==> src/rtl/key_pkg.sv <==
// Shared types and helpers for the key debounce front end.
// Holds the per-channel state encoding and the counter width helper.
package key_pkg;

    typedef enum logic [1:0] {
        IDLE        = 2'd0,
        PRESS_CHK   = 2'd1,
        HELD        = 2'd2,
        RELEASE_CHK = 2'd3
    } key_state_e;

    // $clog2 clamped so that tiny counts still get a 1-bit counter
    function automatic int cnt_width(input int n);
        int w;
        w = $clog2(n);
        return (w < 1) ? 1 : w;
    endfunction

endpackage

==> src/rtl/key_debounce_chan.sv <==
// One key channel: 2-flop synchroniser, debounce FSM and press/release pulses.
// Optional long-press hold counter is built when KEY_DEBOUNCE_LONG_PRESS_EN is defined.
module key_debounce_chan
    import key_pkg::*;
#(
    parameter int DEBOUNCE_CYCLES = 20000,
    parameter bit ACTIVE_LOW      = 1'b1,
    parameter int LONG_CYCLES     = 1000000
) (
    input  logic clock,
    input  logic reset,
    input  logic key_raw_i,
    output logic key_level_o,
    output logic key_press_o,
    output logic key_release_o,
    output logic long_press_o
);

    localparam int              CNT_W        = cnt_width(DEBOUNCE_CYCLES);
    localparam logic [CNT_W-1:0] CNT_LAST    = CNT_W'(DEBOUNCE_CYCLES - 1);
    localparam logic            RELEASED_PIN = ACTIVE_LOW;

    logic             sync1_q;
    logic             sync2_q;
    logic             pressed;
    key_state_e       state_q;
    key_state_e       state_d;
    logic [CNT_W-1:0] cnt_q;
    logic [CNT_W-1:0] cnt_d;
    logic             press_q;
    logic             press_d;
    logic             release_q;
    logic             release_d;

    // Flops preset to the released pin level so reset never looks like a press
    always_ff @(posedge clock or posedge reset) begin
        if (reset) begin
            sync1_q <= RELEASED_PIN;
            sync2_q <= RELEASED_PIN;
        end else begin
            sync1_q <= key_raw_i;
            sync2_q <= sync1_q;
        end
    end

    assign pressed = ACTIVE_LOW ? ~sync2_q : sync2_q;

    always_ff @(posedge clock or posedge reset) begin
        if (reset) begin
            state_q   <= IDLE;
            cnt_q     <= '0;
            press_q   <= 1'b0;
            release_q <= 1'b0;
        end else begin
            state_q   <= state_d;
            cnt_q     <= cnt_d;
            press_q   <= press_d;
            release_q <= release_d;
        end
    end

    always_comb begin
        state_d   = state_q;
        cnt_d     = cnt_q;
        press_d   = 1'b0;
        release_d = 1'b0;
        case (state_q)
            IDLE: begin
                if (pressed) begin
                    state_d = PRESS_CHK;
                    cnt_d   = CNT_W'(1);
                end
            end
            PRESS_CHK: begin
                if (!pressed) begin
                    state_d = IDLE;
                    cnt_d   = '0;
                end else if (cnt_q == CNT_LAST) begin
                    state_d = HELD;
                    cnt_d   = '0;
                    press_d = 1'b1;
                end else begin
                    cnt_d = cnt_q + CNT_W'(1);
                end
            end
            HELD: begin
                if (!pressed) begin
                    state_d = RELEASE_CHK;
                    cnt_d   = CNT_W'(1);
                end
            end
            RELEASE_CHK: begin
                if (pressed) begin
                    state_d = HELD;
                    cnt_d   = '0;
                end else if (cnt_q == CNT_LAST) begin
                    state_d   = IDLE;
                    cnt_d     = '0;
                    release_d = 1'b1;
                end else begin
                    cnt_d = cnt_q + CNT_W'(1);
                end
            end
            default: begin
                state_d = IDLE;
                cnt_d   = '0;
            end
        endcase
    end

    assign key_level_o   = (state_q == HELD) || (state_q == RELEASE_CHK);
    assign key_press_o   = press_q;
    assign key_release_o = release_q;

`ifdef KEY_DEBOUNCE_LONG_PRESS_EN
    localparam int               HOLD_W    = cnt_width(LONG_CYCLES + 1);
    localparam logic [HOLD_W-1:0] HOLD_LAST = HOLD_W'(LONG_CYCLES);
    localparam logic [HOLD_W-1:0] HOLD_PRE  = HOLD_W'(LONG_CYCLES - 1);

    logic              holding;
    logic [HOLD_W-1:0] hold_q;
    logic [HOLD_W-1:0] hold_d;
    logic              long_q;
    logic              long_d;

    assign holding = (state_q == HELD) || (state_q == RELEASE_CHK);

    // Hold time survives a rejected release; it stops at the limit so one hold gives one pulse
    always_comb begin
        hold_d = hold_q;
        long_d = holding && (hold_q == HOLD_PRE);
        if (state_d == IDLE || (state_q == PRESS_CHK && state_d == HELD)) begin
            hold_d = '0;
        end else if (holding && hold_q != HOLD_LAST) begin
            hold_d = hold_q + HOLD_W'(1);
        end
    end

    always_ff @(posedge clock or posedge reset) begin
        if (reset) begin
            hold_q <= '0;
            long_q <= 1'b0;
        end else begin
            hold_q <= hold_d;
            long_q <= long_d;
        end
    end

    assign long_press_o = long_q;
`else
    assign long_press_o = 1'b0;
`endif

endmodule

==> src/rtl/key_debounce.sv <==
// Multi-key debounce front end: one independent channel per key pin.
// Define KEY_DEBOUNCE_LONG_PRESS_EN to enable the long_press pulses.
module key_debounce
    import key_pkg::*;
#(
    parameter int KEYS            = 4,
    parameter int DEBOUNCE_CYCLES = 20000,
    parameter bit ACTIVE_LOW      = 1'b1,
    parameter int LONG_CYCLES     = 1000000
) (
    input  logic            clock,
    input  logic            reset,
    input  logic [KEYS-1:0] key_raw,
    output logic [KEYS-1:0] key_level,
    output logic [KEYS-1:0] key_press,
    output logic [KEYS-1:0] key_release,
    output logic [KEYS-1:0] long_press
);

    for (genvar k = 0; k < KEYS; k++) begin : g_chan
        key_debounce_chan #(
            .DEBOUNCE_CYCLES(DEBOUNCE_CYCLES),
            .ACTIVE_LOW     (ACTIVE_LOW),
            .LONG_CYCLES    (LONG_CYCLES)
        ) u_chan (
            .clock        (clock),
            .reset        (reset),
            .key_raw_i    (key_raw[k]),
            .key_level_o  (key_level[k]),
            .key_press_o  (key_press[k]),
            .key_release_o(key_release[k]),
            .long_press_o (long_press[k])
        );
    end

endmodule

==> config.mk <==
export PLATFORM = sky130hd
export DESIGN_NAME = key_debounce
export DESIGN_NICKNAME = d
export VERILOG_FILES = /design/src/rtl/key_pkg.sv /design/src/rtl/key_debounce_chan.sv /design/src/rtl/key_debounce.sv
export SDC_FILE = /design/constraint.sdc
export NUM_CORES = 1
export LEC_CHECK = 0
export ABC_CLOCK_PERIOD_IN_PS = 2560
export CELL_PAD_IN_SITES_DETAIL_PLACEMENT = 0
export CELL_PAD_IN_SITES_GLOBAL_PLACEMENT = 1
export CORE_UTILIZATION = 31
export DETAILED_ROUTE_END_ITERATION = 10
export PLACE_DENSITY = 0.53
export SETUP_SLACK_MARGIN = 0.5
export SLEW_MARGIN = 20
export SYNTH_ARGS = -nofsm -noshare
export SYNTH_HDL_FRONTEND = slang
export SYNTH_HIERARCHICAL = 1
export SYNTH_SLANG_ARGS = --single-unit
==> constraint.sdc <==
create_clock -name clock -period 2.56 [get_ports clock]
set_clock_uncertainty 0.15 [all_clocks]
set_input_delay 0.256 -clock clock [delete_from_list [all_inputs] [get_ports clock]]
set_output_delay 0.256 -clock clock [all_outputs]
set_load 0.02 [all_outputs]
* Word-level counts from Yosys, hierarchy flattened *
Cells that the tools add are included.
Widths: inputs -> output; s select.

word-level totals
  logic and storage cells = 148
  output and inout port bits = 16
  register bits = 84
  input bits = 6

cells by class
  add/subtract/negate cells = 4
  reductions and logical operators = 16
  muxes and demuxes = 72
  equal/unequal tests = 32

operators with widths
  operator               number
  $mux 15                20
  $pmux 15 s4            4
  $add 15x1->15 const B  4
  $eq 15x15->1 const B   4
  $mux 2                 24
  $pmux 2 s4             4
  $mux 1                 20
  $eq 2x2->1 const B     8
  $reduce_and 4->1       4
  $ne 3x1->1 const B     4
  $ne 3x3->1 const B     4
  $eq 2x1->1 const B     4
  $logic_not 2->1        4
  $ne 2x1->1 const B     4
  $ne 2x2->1 const B     4
  $reduce_and 2->1       4
  $logic_or 1x1->1       4

* Longest topological paths before layout *
Gate-level depths: netlist of run 1.

  word-level depth = 4
  mapped depth = 6
  depth with buffers taken out = 5

* Modules after synthesis *
Netlist of run 1, hierarchy kept.

by module, submodules not included
  module                                     times used  cells an instance  area each (um^2)  sequential area each (um^2)
  key_debounce_chan at g_chan[0].u_chan ...  3           118                1123.6            528.0
  key_debounce_chan at g_chan[3].u_chan      1           118                1122.3            528.0

* Worst setup path after synthesis of run 1 *
Ideal clock, no wire load.

  path kind = flip-flop to flip-flop
  from = register g_chan[0].u_chan.cnt_q[5]
  to = register with a tool-made name
  required time = 2.331 ns
  setup time = 0.079 ns
  arrival = 1.924 ns
  setup slack = 0.407 ns
  clock period less this slack = 2.153 ns
  cell stages (with the launch flop) = 6
  buffers on the path = 1
  cell sequence = dfrtp_1 or4_4 or4_4 buf_6 a21boi_4 mux2i_1

RTL lines
  item                    RTL line                 RTL
  start, declared         key_debounce_chan.sv:28  logic [CNT_W-1:0] cnt_q;
  start signal, assigned  key_debounce_chan.sv:56  cnt_q <= cnt_d;

* Final worst setup path of run 1 *
  from = register g_chan[0].u_chan.cnt_q[1]
  to = register g_chan[0].u_chan.cnt_q[12]

on the way
  cells in the longest elaborated chain, start to end = 4
  elaborated cells on any way between the ends = 6
  classes of those cells = 1 x add/sub; 1 x eq/ne; 4 x mux

RTL lines
  item                                           RTL line                                          RTL
  $add 15x1->15 or $eq 15x15->1 (tied branches)  n/a
  $mux 15 (*)                                    key_debounce_chan.sv:78, key_debounce_chan.sv:96
  $mux 15 (on tied branches)                     key_debounce_chan.sv:93, key_debounce_chan.sv:75
  $pmux 15 s4 (*)                                key_debounce_chan.sv:67                           case (state_q)

Mark *: on every way between the ends. The rest lies on a longest branch, timed or not.
A chain may end at the register's enable or synchronous reset.

==> impl_metrics.env, run 1 <==
export IMPL_status="finished clean"
export IMPL_holdBufCountCts=0
export IMPL_core_area_um2=14000
export IMPL_final_common_cell="dfrtp_1"
export IMPL_cpMostUsedCell="a31oi_1"
export IMPL_maxSlewHeadroom=0.463
export IMPL_netlist_area_um2=4490
export IMPL_gp_congestion=0.771
export IMPL_ant_nets=0
export IMPL_worstPathArrival_ps=2190
export IMPL_nets=537
export IMPL_ff2ff_setup_slack_ps=440
export IMPL_via_count=3954
export IMPL_cts_tree="done"
export IMPL_tightest_slew_ps=803
export IMPL_power_density_nw_per_um2=828
export IMPL_cp_start_kind="register"
export IMPL_hold_viol_final=0
export IMPL_drt_total_wl_um=11800
export IMPL_drc=0
export IMPL_vias_per_cell=5.55
export IMPL_hp_class="primary input to register"
export IMPL_path_clk_slew_ps=60
export IMPL_antenna_found_initial=0
export IMPL_worst_hold_slack_ps=174
export IMPL_syn_num_nets=482
export IMPL_num_rows=43
export IMPL_grt_max_degree=22
export IMPL_yosysSeqAreaShare=0.470
export IMPL_crit_family="simple AND/OR/NAND/NOR gates"
export IMPL_synth_distinct_cells=38
export IMPL_cts_buffers=9
export IMPL_min_period_ps=2120
export IMPL_insertion_delay_ps=340
export IMPL_synth_cells=472
export IMPL_path_class="register to register"
export IMPL_rsz0062_at_grt="yes"
export IMPL_grt_pass1_vias=3763
export IMPL_crit_slowest_cell="or4_4"
export IMPL_timing_final_crit_share=0.829
export IMPL_synth_warning_count=6
export IMPL_cp_required_ps=2620
export IMPL_die_h_um=122
export IMPL_fmax_mhz=471
export IMPL_antennaDiodeCount=0
export IMPL_slew_viol_final=0
export IMPL_drive_gt1_frac=0.241
export IMPL_wire_per_inst_um=16.6
export IMPL_path_max_fanout=5
export IMPL_crit_path_end_kind="register"
export IMPL_drt_iter0_markers=238
export IMPL_ys_ff_latch=84
export IMPL_netlist_top_cells_area="dfrtp_1, a31oi_1, dfstp_2"
export IMPL_crit_chain="ha_4 > nand4_1 > buf_4 > or4_4 > a31oi_1 > a31oi_1"
export IMPL_overflow=0
export IMPL_netlist_area_leader_share=0.423
export IMPL_areaGrowthSynthToFinish_pct=26.1
export IMPL_groute_usage_overall=0.166
export IMPL_initial_core_util=0.321
export IMPL_p_leak_uw=0.00224
export IMPL_critPathMaxStageDelay_ps=580
export IMPL_hpwl_um=7120
export IMPL_io_pins=22
export IMPL_final_cell_mix="dfrtp_1, buf_4, nand2_1, a31oi_1, nor2_1"
export IMPL_yosysTopAreaCell="dfrtp_1"
export IMPL_synth_area_per_cell_um2=9.52
export IMPL_root_buffer="clkbuf_16"
export IMPL_clockBufferDepth=2
export IMPL_die_area_um2=15000
export IMPL_setup_tns_ps=0
export IMPL_grt_pass1_wl_um=19300
export IMPL_io_buffers=17
export IMPL_ir_worst_vdd_uv=474
export IMPL_path_buf_inv=1
export IMPL_die_w_um=122
export IMPL_firstDrtPassIters=6
export IMPL_drv_cap=0
export IMPL_h_tree_depth=3
export IMPL_setup_violations_final=0
export IMPL_cts_sinks=84
final timing paths:
| check | cells past startpoint | start | endpoint |
|---|---|---|---|
| min in group asynchronous | 3 | reset | g_chan[2].u_chan/cnt_q[5] |
| max in group asynchronous | 3 | reset | g_chan[1].u_chan/sync2_q |
| min | 1 | key_raw[3] | g_chan[3].u_chan/sync1_q |
| min reg2reg | 0 | g_chan[2].u_chan/sync1_q | g_chan[2].u_chan/sync2_q |
| max reg2reg | 6 | g_chan[0].u_chan/cnt_q[1] | g_chan[0].u_chan/cnt_q[12] |
| max | 6 | g_chan[0].u_chan/cnt_q[1] | g_chan[0].u_chan/cnt_q[12] |
synth_stat cells (all sizes together):
cell     number
a22o         16
o21bai        3
dfstp         8
or3b          4
xnor2         4
o2111ai       4
o31a          4
clkbuf       16
nor4         23
o21ai         5
mux2i         4
o21a          4
o31ai        16
or3          20
o2bb2ai       4
or4          17
nor3         20
nor2         36
a31oi        44
and2          4
inv          24
a21oi         4
dfrtp        76
nand4        12
o211ai        4
a21boi        4
nand2        44
o311a         4
ha            4
nand3        20
conb          4
or2           4
buf          12
cells by family after synthesis:
kind of cell,Yosys count,share of synthesized area
and+or+nand+nor,204,0.248
AOI/OAI and AO/OA,116,0.197
DFF,84,0.470
xor gates and xnor gates,4,0.00780
buffers and inverters,52,0.0546
muxes,4,0.00891
adders and majority gates,4,0.0111
other,4,0.00334
power breakdown:
group	switching, uW	internal [uW]
clock network	535	807
logic	977	690
registers	196	1490
total	1710	2980
state kept, by name, indices dropped and copies added, names as in the netlist, named ones only:
| name | cells |
|---|---|
| g_chan.u_chan/cnt_q | 60 |
| g_chan.u_chan/key_press_o | 4 |
| g_chan.u_chan/key_release_o | 4 |
| g_chan.u_chan/state_q | 4 |
| g_chan.u_chan/sync1_q | 4 |
| g_chan.u_chan/sync2_q | 4 |
routing by layer:
layer  GRT usage  vias up  share of wire  routed length [um]
met4      0.0716        0          0.021                 254
met5           0        -              0                   0
met2       0.243       83           0.45                5270
met1       0.239     1942           0.49                5820
li1            -     1907              -                   -
met3      0.0316       22          0.041                 490
metrics by stage:
step                total power [uW]  utilization  worst slack [ps]  cell area, um^2  cells
floorplan                       2800            -               478             4500    472
global placement                3160        0.347               386             4850    655
detailed placement              3150        0.347               412             4850    655
CTS                             4520        0.382               425             5340    693
global route                    5000        0.405               368             5660    712
finish                          4690        0.405               438             5660    712
final cells by class:
class | count | area [um^2]
tap | 180 | 225
clock buffer | 12 | 256
timing repair buffer | 68 | 553
clock inverter | 4 | 47.5
inverter | 24 | 90.1
fill | 1363 | 8320
multi-input combinational | 340 | 2370
sequential | 84 | 2120
worst register-to-register path, cell delays in order, from the launching register on:
cell and delay, ps:
dfrtp_1 400, ha_4 170, nand4_1 230, buf_4 230
or4_4 580, a31oi_1 190, a31oi_1 60
timing repair:
action | in CTS | in global routing
pin swaps | 12 | 19
setup buffers | 18 | 18
gates cloned | 4 | 1
endpoints found under the setup margin | 55 | 61
resized for setup | 9 | 34
(Power assumes the default switching activity.)
==> inputs of run 2 (changes only) <==
Settings changed: ABC_CLOCK_PERIOD_IN_PS 2560 to 2100.
Clock period 2.56 ns to 2.1 ns, I/O delays scaled along.
==> run 2 against run 1 <==
  * Sequential cell count did not move
  * Sequential share of layout area fell by 5.3 points
  * Register-to-register slack got worse by 420 ps
  * Largest power group is now combinational logic
==> impl_metrics.env, run 2 (synthesis gave the netlist of run 1 again) <==
export IMPL_num_rows=43
export IMPL_grt_max_degree=22
export IMPL_drv_cap=0
export IMPL_die_h_um=122
export IMPL_status="finished clean"
export IMPL_p_leak_uw=0.00272
export IMPL_h_tree_depth=3
export IMPL_tightest_slew_ps=513
export IMPL_hpwl_um=7750
export IMPL_overflow=0
export IMPL_cts_buffers=9
export IMPL_min_period_ps=2090
export IMPL_hold_viol_final=0
export IMPL_path_buf_inv=0
export IMPL_initial_core_util=0.321
export IMPL_combPwrFrac=0.419
export IMPL_final_cell_mix="buf_4, dfrtp_1, nand2_1, a31oi_1, nor2_1"
export IMPL_largest_reg_flops=60
export IMPL_wire_per_inst_um=16.3
export IMPL_ant_nets=0
export IMPL_die_w_um=122
export IMPL_areaGrowthSynthToFinish_pct=46.5
export IMPL_grt_pass1_wl_um=20200
export IMPL_p_sw_uw=2370
export IMPL_p_seq_frac=0.317
export IMPL_clockBufferDepth=2
export IMPL_path_clk_slew_ps=70
export IMPL_gp_congestion=0.772
export IMPL_firstDrtPassIters=4
export IMPL_path_max_fanout=5
export IMPL_maxSlewHeadroom=0.656
export IMPL_io_buffers=17
export IMPL_antenna_found_initial=0
export IMPL_rsz0062_at_grt="yes"
export IMPL_crit_family="simple AND/OR/NAND/NOR gates"
export IMPL_insertion_delay_ps=340
export IMPL_core_area_um2=14000
export IMPL_crit_chain="or4_4 > or4_4 > a21boi_4 > mux2i_1"
export IMPL_drive_gt1_frac=0.391
export IMPL_ir_worst_vdd_uv=510
export IMPL_worstPathArrival_ps=2200
export IMPL_swShare=0.362
export IMPL_critPathMaxStageDelay_ps=560
export IMPL_timing_final_crit_share=0.994
export IMPL_root_buffer="clkbuf_16"
export IMPL_fill_cells=1336
export IMPL_drt_total_wl_um=12500
export IMPL_cts_sinks=84
export IMPL_hp_class="primary input to register"
export IMPL_cp_start_kind="register"
export IMPL_setup_violations_final=0
export IMPL_crit_slowest_cell="or4_4"
export IMPL_via_count=4138
export IMPL_multi_input_area_um2=2810
export IMPL_instances_no_fill=763
export IMPL_nets=588
export IMPL_cp_required_ps=2210
export IMPL_vias_per_cell=5.42
export IMPL_intPower_uw=4180
export IMPL_cts_tree="done"
export IMPL_path_class="register to register"
export IMPL_placed_cells=713
export IMPL_setup_tns_ps=0
export IMPL_grt_pass1_vias=4035
export IMPL_groute_usage_overall=0.174
export IMPL_pwr_share_clk=0.264
export IMPL_crit_path_end_kind="register"
export IMPL_drt_iter0_markers=225
export IMPL_holdBufCountCts=0
export IMPL_slew_viol_final=0
export IMPL_fmax_mhz=479
export IMPL_drc=0
export IMPL_die_area_um2=15000
export IMPL_io_pins=22
export IMPL_final_common_cell="buf_4"
export IMPL_top_register="g_chan.u_chan/cnt_q"
export IMPL_cpMostUsedCell="or4_4"
export IMPL_antennaDiodeCount=0
export IMPL_seqCellArea_um2=2110
export IMPL_power_density_nw_per_um2=995
-- run 2: cell types whose count changed in the layout (fill, tap and decap cells not counted), sizes merged --
cell,before,now
dlygate4sd2,0,11
bufinv,1,2
buf,51,101
clkdlybuf4s15,0,1
clkbuf,12,13
clkinv,2,1
clkdlybuf4s50,17,5
-- run 2: power by group through the flow --
stage	registers, uW	clock network, uW	logic, uW
floorplan	2020	0	1410
finish	2080	1730	2740
detailed placement	2040	0	2070
CTS	2020	1800	2190
global placement	2030	0	2070
global route	2110	1870	2990
-- run 2: repair_timing --
item                                    CTS  global route
cloned                                    4             1
resized for setup                        58            93
endpoints found under the setup margin   84            76
pin swaps                                29            53
setup buffers                            17            12
-- run 2: cell type report --
class | instances | area share
timing repair buffer | 119 | 0.156
sequential | 84 | 0.321
inverter | 24 | 0.0137
tap | 180 | 0.0342
multi-input combinational | 340 | 0.426
clock inverter | 4 | 0.0110
clock buffer | 12 | 0.0374
-- run 2: path summary, 6_finish.rpt --
check,depth (start not counted),slack (ps),start,to
max in group asynchronous,3,1370,reset,g_chan[0].u_chan/sync2_q
worst min register to register,0,200,g_chan[1].u_chan/sync1_q,g_chan[1].u_chan/sync2_q
worst max register to register,4,10,g_chan[3].u_chan/cnt_q[6],register
worst max-delay path,4,10,g_chan[3].u_chan/cnt_q[6],register
min in group asynchronous,3,130,reset,g_chan[0].u_chan/cnt_q[12]
worst min-delay path,1,120,key_raw[2],g_chan[2].u_chan/sync1_q
-- run 2: per-layer routing --
layer	part of all wire	up-vias	track usage	wire (um)
met5	0	-	0	0
met4	0.019	0	0.0785	238
met3	0.024	16	0.0302	300
met2	0.47	57	0.269	5840
met1	0.49	2050	0.236	6080
li1	-	2015	-	-
-- run 2: stage by stage --
stage                     power [uW]  hold WS [ps]  cell area [um^2]   util  setup WS, ps
after floorplan                 3420          35.0              4520      -          19.1
after global placement          4100           196              5280  0.378          29.2
after detailed placement        4100           198              5280  0.378          8.71
after CTS                       6000           103              5980  0.427          47.9
after global routing            6970           108              6580  0.471         -70.6
final                           6550           121              6580  0.471          13.3
